===== src/rtl/keypad_scanner.sv =====
// rtl/keypad_scanner.sv - column-scanning FSM for a 4x4 matrix keypad with debouncer handshake

module keypad_scanner #(
    parameter int SCAN_DIV    = 4,
    parameter int SYNC_STAGES = 2
) (
    input  logic       clk,
    input  logic       reset,
    input  logic [3:0] rows,
    input  logic       debounce_done,
    output logic [3:0] cols,
    output logic       debouncer_counter_en,
    output logic       key_valid,
    output logic [3:0] key_code
);

    localparam int CNT_W = (SCAN_DIV > 1) ? $clog2(SCAN_DIV) : 1;

    localparam logic [2:0] ST_SCAN     = 3'd0;
    localparam logic [2:0] ST_DEBOUNCE = 3'd1;
    localparam logic [2:0] ST_CONFIRM  = 3'd2;
    localparam logic [2:0] ST_HELD     = 3'd3;
    localparam logic [2:0] ST_REL_DB   = 3'd4;

    logic [3:0]       sync_q [SYNC_STAGES];
    logic [3:0]       rows_s;

    logic [2:0]       state;
    logic [2:0]       state_nxt;
    logic [CNT_W-1:0] cnt;
    logic [CNT_W-1:0] cnt_nxt;
    logic [3:0]       cols_nxt;
    logic [3:0]       cols_rot;
    logic [1:0]       row_idx;
    logic [1:0]       row_idx_nxt;
    logic [1:0]       col_idx;
    logic [1:0]       col_idx_nxt;
    logic             key_valid_nxt;
    logic [3:0]       key_code_nxt;

    logic [1:0]       hit_row;
    logic [1:0]       cur_col;
    logic             row_hit;
    logic             dwell_done;

    // Row code for each (row, column) position of the keypad legend
    function automatic logic [3:0] key_map(input logic [1:0] r, input logic [1:0] c);
        logic [3:0] code;
        case ({r, c})
            4'b00_00: code = 4'h1;
            4'b00_01: code = 4'h2;
            4'b00_10: code = 4'h3;
            4'b00_11: code = 4'hA;
            4'b01_00: code = 4'h4;
            4'b01_01: code = 4'h5;
            4'b01_10: code = 4'h6;
            4'b01_11: code = 4'hB;
            4'b10_00: code = 4'h7;
            4'b10_01: code = 4'h8;
            4'b10_10: code = 4'h9;
            4'b10_11: code = 4'hC;
            4'b11_00: code = 4'hE;
            4'b11_01: code = 4'h0;
            4'b11_10: code = 4'hF;
            default:  code = 4'hD;
        endcase
        return code;
    endfunction

    // Row synchronizer: raw pins are asynchronous to clk
    always_ff @(posedge clk or negedge reset) begin
        if (!reset) begin
            for (int i = 0; i < SYNC_STAGES; i++) begin
                sync_q[i] <= '0;
            end
        end else begin
            sync_q[0] <= rows;
            for (int i = 1; i < SYNC_STAGES; i++) begin
                sync_q[i] <= sync_q[i-1];
            end
        end
    end

    assign rows_s     = sync_q[SYNC_STAGES-1];
    assign cols_rot   = {cols[2:0], cols[3]};
    assign row_hit    = rows_s[row_idx];
    assign dwell_done = (cnt == CNT_W'(SCAN_DIV - 1));

    // Lowest-index active row wins when several keys share the column
    always_comb begin
        hit_row = 2'd3;
        if (rows_s[0]) begin
            hit_row = 2'd0;
        end else if (rows_s[1]) begin
            hit_row = 2'd1;
        end else if (rows_s[2]) begin
            hit_row = 2'd2;
        end
    end

    // Index of the column currently being driven
    always_comb begin
        case (cols)
            4'b0010: cur_col = 2'd1;
            4'b0100: cur_col = 2'd2;
            4'b1000: cur_col = 2'd3;
            default: cur_col = 2'd0;
        endcase
    end

    // Scan / debounce / hold sequencing
    always_comb begin
        state_nxt     = state;
        cnt_nxt       = cnt;
        cols_nxt      = cols;
        row_idx_nxt   = row_idx;
        col_idx_nxt   = col_idx;
        key_valid_nxt = 1'b0;
        key_code_nxt  = key_code;
        case (state)
            ST_SCAN: begin
                if (dwell_done) begin
                    cnt_nxt = '0;
                    if (rows_s == 4'b0000) begin
                        cols_nxt = cols_rot;
                    end else begin
                        row_idx_nxt = hit_row;
                        col_idx_nxt = cur_col;
                        state_nxt   = ST_DEBOUNCE;
                    end
                end else begin
                    cnt_nxt = cnt + CNT_W'(1);
                end
            end
            ST_DEBOUNCE: begin
                // The press decision is taken on the done edge so the pulse and
                // its code appear together in the CONFIRM cycle.
                if (debounce_done) begin
                    state_nxt = ST_CONFIRM;
                    if (row_hit) begin
                        key_valid_nxt = 1'b1;
                        key_code_nxt  = key_map(row_idx, col_idx);
                    end
                end
            end
            ST_CONFIRM: begin
                // Follow the decision already made so a pulse always leads to HELD
                if (key_valid) begin
                    state_nxt = ST_HELD;
                end else begin
                    cols_nxt  = cols_rot;
                    cnt_nxt   = '0;
                    state_nxt = ST_SCAN;
                end
            end
            ST_HELD: begin
                if (!row_hit) begin
                    state_nxt = ST_REL_DB;
                end
            end
            ST_REL_DB: begin
                if (debounce_done) begin
                    if (!row_hit) begin
                        cols_nxt  = cols_rot;
                        cnt_nxt   = '0;
                        state_nxt = ST_SCAN;
                    end else begin
                        state_nxt = ST_HELD;
                    end
                end
            end
            default: begin
                cols_nxt  = 4'b0001;
                cnt_nxt   = '0;
                state_nxt = ST_SCAN;
            end
        endcase
    end

    // FSM, column drive, latched key position and key outputs
    always_ff @(posedge clk or negedge reset) begin
        if (!reset) begin
            state     <= ST_SCAN;
            cnt       <= '0;
            cols      <= 4'b0001;
            row_idx   <= 2'd0;
            col_idx   <= 2'd0;
            key_valid <= 1'b0;
            key_code  <= 4'h0;
        end else begin
            state     <= state_nxt;
            cnt       <= cnt_nxt;
            cols      <= cols_nxt;
            row_idx   <= row_idx_nxt;
            col_idx   <= col_idx_nxt;
            key_valid <= key_valid_nxt;
            key_code  <= key_code_nxt;
        end
    end

    assign debouncer_counter_en = (state == ST_DEBOUNCE) || (state == ST_REL_DB);

endmodule


===== config.mk =====
export PLATFORM = sky130hd
export DESIGN_NAME = keypad_scanner
export DESIGN_NICKNAME = d
export VERILOG_FILES = /design/src/rtl/keypad_scanner.sv
export SDC_FILE = /design/constraint.sdc
export NUM_CORES = 1
export LEC_CHECK = 0
export ABC_AREA = 1
export ABC_CLOCK_PERIOD_IN_PS = 1400
export CORE_ASPECT_RATIO = 1.75
export CORE_UTILIZATION = 53
export CTS_BUF_LIST = sky130_fd_sc_hd__clkbuf_16
export CTS_CLUSTER_DIAMETER = 60
export CTS_CLUSTER_SIZE = 24
export DETAILED_ROUTE_END_ITERATION = 8
export PLACE_DENSITY = 0.86
export REMOVE_ABC_BUFFERS = 1
export SLEW_MARGIN = 10
export SYNTH_ARGS = -nofsm -noshare
export SYNTH_HDL_FRONTEND = slang
export SYNTH_SLANG_ARGS = --single-unit
export TNS_END_PERCENT = 5

===== constraint.sdc =====
create_clock -name clk -period 1.4 [get_ports clk]
set_input_delay 0.21 -clock clk [delete_from_list [all_inputs] [get_ports clk]]
set_output_delay 0.21 -clock clk [all_outputs]
set_load 0.02 [all_outputs]

==> run summary, run 1 <==
The flow ran to the end, and the final reports show no timing, DRC or antenna violations. The number of maximum-capacitance constraint violations is 0. The count of buffers inserted at the top-level ports came out at 16. The global-route wire length before repair came out at 4.781 mm. Of the total power, the clock network draws 0.196.

The hold-fix buffer count after cts is 0. For this run, the register share of the synthesized area comes to 0.4952. The clock transition at the register clock pins on the worst setup and hold paths after CTS came out at 0.06 ns. The wire-length estimate of the detail-placed layout is 2.106 mm. STA classifies the critical path endpoint as a flip-flop.

For the worst setup path, the data required time is between 1.5 and 2 ns. The switching power came out at 1.772 mW. The sum of routed wire length over all layers is 3.256 mm.

The routability congestion estimate is just under 0.9. The gate count after technology mapping is 156. In this run the core area contains 23 standard-cell rows. The sequential group share of total power is 0.290. The final cell count without fillers came out at 220. The die is 39.67 µm wide. The actual transition at the worst max-transition pin came out at 0.4498 ns.

The area taken by flip-flops and latches came out at 654.4 µm². After detailed placement, the design holds a cell count of 209. The type of the worst setup path is flip-flop to flip-flop.

The cell chosen for the clock root is clkbuf_16. The buffering stage count on the worst path with inverters included came out at 3. The commonest register cell after synthesis is dfrtp_1. The synthesized netlist contains 19 unique library cells. The CTS tree is yes. The clock latency reported for the late side of the worst-skew pair came out at 0.26 ns. The async set or reset register ratio after synthesis is 1.000.

IR analysis of the VDD net gives a maximum drop of 1.623 mV. The H-tree depth came out at 1. The total negative slack for setup checks is 0 ns. In this run the mean area of a mapped cell was 8.438 µm². The number of global-route vias before repair came out at ~1300.

The critical path goes through inv_2 > buf_4 > nand4_1 > buf_4 > nand3_4 > nor2_4 > nand2_1 > nand2_1. The data arrival time of the critical path came out at 1.55 ns. The number of nets in the final layout is 209. The reported leakage power is 0.9385 nW.

The mean number of vias per cell is roughly 5.6. The die covers about 2700 µm². The delay contributed by the slowest stage of the critical path came out at between 0.4 and 0.5 ns.

The final critical path time including I/O delays and setup is 1.399 ns. The total CTS buffers is 3. On the final layout, the worst clock skew is 0.003094 ns. In the post-synthesis netlist, the biggest area contributors are dfrtp_1 (48%), nand2_1 (12%), o21ai_0 (6.5%).

The total power per unit cell area is 2254 nW/µm². The number of max-slew violations in the final report came out at 0. The tightest slew margin relative to the limit is 0.6969. The slowest stage of the critical path is the dfrtp_2 cell. The switching power share of the total came out at 0.4211.

The vertical die dimension is around 68 µm. In the final layout, the share of cells above drive strength 1 is 0.3128. The combined area of the multi-input logic cells came out at 696.9 µm². The overall fraction of global-route tracks in use came out at 0.2624. The worst min-delay path class is input pin to asynchronous set/reset pin. The total of flip-flops plus latches after synthesis is 26. For this run, the detailed router's first-pass iteration total came to 4. The starting density of the core came out at 0.5647. The pin count of the biggest net entering global routing is 27. Detailed routing inserted a total of 1232 vias. The kind of cell adding the most delay to the critical path is flip-flops. nand2_1 is the most common cell in the netlist. The filler cell count in the final layout came out at roughly 140.

The core region is 2331 µm². The synthesized design contains 0 enable-type register cells. The number of warning messages in the yosys log is 0.

The cell area after synthesis came out at 1316 µm². The logic gate share of total power is 0.514. The final hold violation count came to 0.

The diode insertion count for antenna repair is 0. The hold slack came out at around 0.3 ns. Once detail routing completed, the nets flagged for antenna violations numbered 0.

The maximum clock path buffer count is 2. Summed over all instances, the cell type with the most area after synthesis is dfrtp_1. The fmax came out at 0.7149 GHz. The worst setup path is launched from a flip-flop. The count of pins on the block boundary came out at 17. The number of sinks handled by clock tree synthesis came out at 26. The proportion of netlist area held by the largest area contributor is 0.4753. The internal power came out at 2.436 mW.

The final global-route overflow total came out at 0. The final number of setup-violating endpoints came out at 0. Of the available clock period, the critical path in the final layout requires 0.9991. The remaining design rule violation count is 0. From synthesis to final layout, the design area changed by 41.83%. Setup repair after global routing could not meet its margin everywhere.

The average detailed-routed wire length per instance came out at 14.80 µm. The initial antenna violation count came out at 0. In this run the worst path has a maximum fanout of 4. Ranked by instance count, the synthesized netlist is headed by nand2_1 (41), dfrtp_1 (25), nor2_1 (17), o21ai_0 (17), inv_1 (16). After the first detailed-routing iteration, the DRC count stood at 44.
## final timing paths
kind | start | endpoint | slack (ns) | cells past startpoint
setup / recovery | state[0] | cols[1] | 0.001 | 8
hold / removal | reset | key_code[0] | 0.31 | 2
setup reg to reg | state[0] | cols[1] | 0.001 | 8
hold reg to reg | sync_q[5] | rows_s[1] | 0.36 | 0
max in group asynchronous | reset | cols[0] | 0.80 | 2
min in group clk | sync_q[5] | rows_s[1] | 0.36 | 0
## through the flow
stage / power, mW / util / worst slack (ns) / cell area (µm²)
after floorplan: 2.349 / - / 0.1495 / 1316
after global placement: 2.975 / 0.6855 / -0.06528 / 1598
after detailed placement: 3.078 / 0.6855 / -0.1530 / 1598
after CTS: 3.859 / 0.7262 / -0.09928 / 1693
after global routing: 4.521 / 0.8009 / -0.1013 / 1867
final: 4.208 / 0.8009 / 0.001251 / 1867
## layout by cell type, fill, tap and decap left out, types with 2 or more instances in the layout
cell type        synthesis  final
nand2_4                  0      3
inv_2                    2      4
nor2_1                  17     12
nor2_2                   2      4
a21oi_1                  5      5
nand3_2                  4      3
nand2_2                  2      5
nand2_1                 41     35
o21ai_0                 17     14
o21ai_2                  0      2
dlygate4sd2_1            0      9
nand3_4                  1      4
inv_1                   16     13
dfrtp_1                 25     23
clkbuf_16                0      3
nand3_1                  7      5
buf_6                    0      2
or2_2                    2      2
clkdlybuf4s50_1          0      6
nor2_4                   2      5
dfrtp_2                  0      2
ha_1                     6      5
nand4_1                  4      4
buf_4                    0     17
## sequential cells by signal, summed over array words and instances, names as in the netlist
signal	count
sync_q	4
key_code	4
row_idx	2
state	3
rows_s	4
col_idx	2
key_valid	1
cnt	2
cols	4
## per-layer routing
metal	GRT usage	routed length [µm]
met1	0.2220	1198
met2	0.4795	1852
met3	0.07143	124
met4	0.1853	80
met5	0	0
## cell type report
type	count	area share
flip-flops and latches	26	0.3505
repair buffers	35	0.1655
inverters	18	0.03753
clock buffers	3	0.04021
clock inverters	1	0.01609
well taps	25	0.01676
multi-input cells	112	0.3733
## cells by family (layout without fill, tap and decap cells)
logic type / Yosys count / in the layout / synth area share
XOR/XNOR: 1 / 1 / 0.006655
AND/OR/NAND/NOR: 82 / 82 / 0.3004
buffers and inverters: 18 / 57 / 0.05133
AO/OA/AOI/OAI: 23 / 23 / 0.08935
flip-flops: 26 / 26 / 0.4953
adder cells (fa/ha/maj): 6 / 6 / 0.05703
## power groups by stage
stage | registers (mW) | logic [mW] | clock network [mW]
2_1_floorplan | 1.32 | 1.03 | 0
3_3_place_gp | 1.18 | 1.79 | 0
3_5_place_dp | 1.20 | 1.88 | 0
4_1_cts | 1.18 | 1.84 | 0.842
5_1_grt | 1.25 | 2.39 | 0.880
6_report | 1.22 | 2.16 | 0.826
## what timing repair did
action | 4_1_cts | 5_1_grt
setup buffers | 0 | 7
endpoints found under the setup margin | 16 | 16
resized for setup | 13 | 38
pin swaps | 0 | 9
No activity file was read; power rests on OpenSTA's default activity.
==> run 2: changes to the inputs <==
--- a/config.mk
+++ b/config.mk
@@ -6,14 +6,14 @@
 export NUM_CORES = 1
 export LEC_CHECK = 0
 export ABC_AREA = 1
-export ABC_CLOCK_PERIOD_IN_PS = 1400
+export ABC_CLOCK_PERIOD_IN_PS = 1200
 export CORE_ASPECT_RATIO = 1.75
-export CORE_UTILIZATION = 53
+export CORE_UTILIZATION = 48
 export CTS_BUF_LIST = sky130_fd_sc_hd__clkbuf_16
 export CTS_CLUSTER_DIAMETER = 60
 export CTS_CLUSTER_SIZE = 24
 export DETAILED_ROUTE_END_ITERATION = 8
-export PLACE_DENSITY = 0.86
+export PLACE_DENSITY = 0.83
 export REMOVE_ABC_BUFFERS = 1
 export SLEW_MARGIN = 10
 export SYNTH_ARGS = -nofsm -noshare
==> constraint.sdc (replaced) <==
create_clock -name clk -period 1.2 [get_ports clk]
set_input_delay 0.18 -clock clk [delete_from_list [all_inputs] [get_ports clk]]
set_output_delay 0.18 -clock clk [all_outputs]
set_load 0.02 [all_outputs]
==> run summary, run 2 (synthesis gave the netlist of run 1 again) <==
The worst-case clock skew came out at 0.004616 ns (+0.001522 ns). The number of maximum-capacitance constraint violations is 0 (unchanged). The sequential group share of total power is 0.250 (-0.040). The count of buffers inserted at the top-level ports is 16 (unchanged).

TritonCTS built the clock tree. The routability congestion estimate is 0.9222 (+5.6%). The vertical die dimension is 71.28 µm (+4.9%). The final hold violation count came out at 0 (unchanged). The tightest slew margin relative to the limit is 0.8007 (+0.1038). The delay contributed by the slowest stage of the critical path is 0.40 ns (-0.05 ns). The final number of setup-violating endpoints came to 18 (+18). The H-tree depth came to 1 (unchanged).

Setup repair after global routing could not meet its margin everywhere. The sort of element at the start of the critical path is a flip-flop. The total CTS buffers is 3 (unchanged). The number of sinks handled by clock tree synthesis came out at 26 (unchanged). The final global-route overflow total came out at 0 (unchanged). Leaving out fill and tap cells, the most frequent cells in the layout are nand2_1 (35), buf_4 (31), dfrtp_1 (25), nor2_1 (14), inv_1 (10).

The period utilization is 1.150 (+0.1507). The critical path in this run is classified as flip-flop to flip-flop. The flow ran to the end, but the final reports show violations. The final standard cell area without fillers was 2018 µm² (+8.1%). The average detailed-routed wire length per instance is 15.45 µm (+4.4%). The reported leakage power came to 1.022 nW (+8.9%). The maximum clock path buffer count is 2 (unchanged). The area enclosed by the die boundary is 2964 µm² (+10%).

The placed standard-cell area is 1739 µm² (+8.8%). The total negative slack for setup checks is -2.342 ns (-2.342 ns). The initial antenna violation count came to 0 (unchanged). The internal power came out at 3.197 mW (+31%). The remaining design rule violation count is 0 (unchanged). The detailed-route via count is 1311 (+6.4%). On the critical path, the stage with the largest delay is an instance of dfrtp_1. The actual transition at the worst max-transition pin came to 0.2980 ns (-0.1518 ns). The global-route wire length before repair came out at 5.547 mm (+16%).

The hold-fix buffer count after cts is 0 (unchanged). The number of nets with antenna violations after routing is 0 (unchanged). The maximum fanout along the worst path came to 4 (unchanged). The clock transition at the register clock pins on the worst setup and hold paths after CTS was 0.07 ns (about the same).

The number of DRC markers in iteration 0 came out at 33 (-25%). The final critical path time including I/O delays and setup came out at 1.380 ns (-0.01900 ns). The data arrival time of the critical path came out at 1.53 ns (-0.02 ns). The iteration count of the initial detailed-routing pass came to 4 (unchanged). The fraction of layout cells with a size suffix above 1 is 0.3744 (+0.06159).

The number of max-slew violations in the final report is 0 (unchanged). The number of placement rows came out at 24 (+4.3%). The area growth from synthesis to layout is 53.33%. The fmax came out at 0.7248 GHz (+1.4%). Leaving out fill and tap cells, the most frequent cell in the layout is nand2_1. The pin count of the biggest net entering global routing came out at 27 (unchanged). The post-detailed-placement half-perimeter wirelength came to 2.298 mm (+9.1%). The logic gate share of total power is 0.574 (+0.060). The number of nets in the final layout came out at 225 (+7.7%). The final setup slack of the worst path came out at -0.1798 ns (-0.1810 ns). The largest voltage drop on the vdd net came to 1.831 mV (+13%). The switching power share of the total was 0.4165 (-0.004611).

The tightest min-delay check is of the input pin to asynchronous set/reset pin type. STA classifies the critical path endpoint as a flip-flop. The count of pins on the block boundary is 17 (unchanged).

The filler cell count in the final layout is 155 (+7.6%). The diode insertion count for antenna repair came out at 0 (unchanged). The number of global-route vias before repair came to 1346 (+6.2%). The total power per unit cell area was 2715 nW/µm² (+20%). The cell chosen for the clock root is clkbuf_16. The starting density of the core is 0.5157 (-0.04899). The clock latency reported for the late side of the worst-skew pair is 0.26 ns (about the same). By instance count, the cell type seen most on the critical path is nand2_1.

The data required time at the worst endpoint came out at 1.35 ns (-0.21 ns). The sum of routed wire length over all layers came out at 3.661 mm (+12%). The horizontal die dimension is 41.59 µm (+4.8%). The critical path goes through inv_2 > buf_4 > nand4_1 > nand3_4 > nor2_4 > nand2_1 > nand2_1.

The overall fraction of global-route tracks in use is 0.2429 (-0.01950). The switching power is 2.282 mW (+29%). The mean number of vias per cell was 5.532 (-1.2%). The checks that failed: negative setup slack. The part of the total power dissipated in the clock network is 0.176 (-0.020). The area of the placeable core came out at 2552 µm² (+9.5%).
-- run 2: cell types whose count changed in the layout (fill, tap and decap cells not counted), sizes merged --
| cell | before | now |
|---|---|---|
| dlygate4sd2 | 9 | 8 |
| buf | 20 | 37 |
-- run 2: per-layer routing --
metal	wire, µm	global-route usage
met4	146	0.1039
met1	1261	0.2403
met5	0	0
met3	113	0.04282
met2	2140	0.4740
-- run 2: what timing repair did --
action                     4_1_cts  5_1_grt
gates resized for setup         26       41
setup endpoints to repair       27       18
pin swaps                        3       18
setup buffers                    0        6
-- run 2: worst max-delay path, delay by kind of cell, from the launching register on --
family,cells,cell delay [ns]
simple gates,5,0.65
flops,1,0.40
buf+inv,2,0.21
-- run 2: final timing paths --
path	start	to	slack, ns	cells past startpoint
setup / recovery	state[2]	cols[1]	-0.18	7
hold / removal	reset	cols[3]	0.26	2
setup reg to reg	state[2]	cols[1]	-0.18	7
hold reg to reg	sync_q[5]	rows_s[1]	0.35	0
max in group asynchronous	reset	cols[0]	0.72	2
min in group clk	sync_q[5]	rows_s[1]	0.35	0
-- run 2: layout make-up --
class	instances	area, µm²	share of cell area
clock inverter	1	30.03	0.01488
timing repair buffer	51	432.9	0.2145
multi-input combinational	112	723.2	0.3583
tap	26	32.53	0.01612
clock buffer	3	75.07	0.03720
inverter	18	72.57	0.03596
sequential	26	651.9	0.3230
-- run 2: per-stage QoR --
| step | power, mW | instances | setup slack [ns] | utilization | hold slack, ns |
|---|---|---|---|---|---|
| after floorplan | 2.740 | 156 | -0.05045 | - | -0.1156 |
| after global placement | 3.798 | 227 | -0.2463 | 0.6814 | 0.3335 |
| after detailed placement | 3.941 | 227 | -0.3563 | 0.6814 | 0.3403 |
| after CTS | 4.899 | 231 | -0.1969 | 0.7201 | 0.2726 |
| after global routing | 5.828 | 237 | -0.2488 | 0.7907 | 0.2780 |
| final | 5.479 | 237 | -0.1798 | 0.7907 | 0.2611 |
-- run 2: power by group through the flow --
stage	Combinational [mW]	Sequential, mW	Clock (mW)
2_1_floorplan	1.20	1.54	0
4_1_cts	2.60	1.33	0.965
3_3_place_gp	2.47	1.32	0
5_1_grt	3.43	1.39	1.01
6_report	3.15	1.37	0.964
3_5_place_dp	2.59	1.35	0
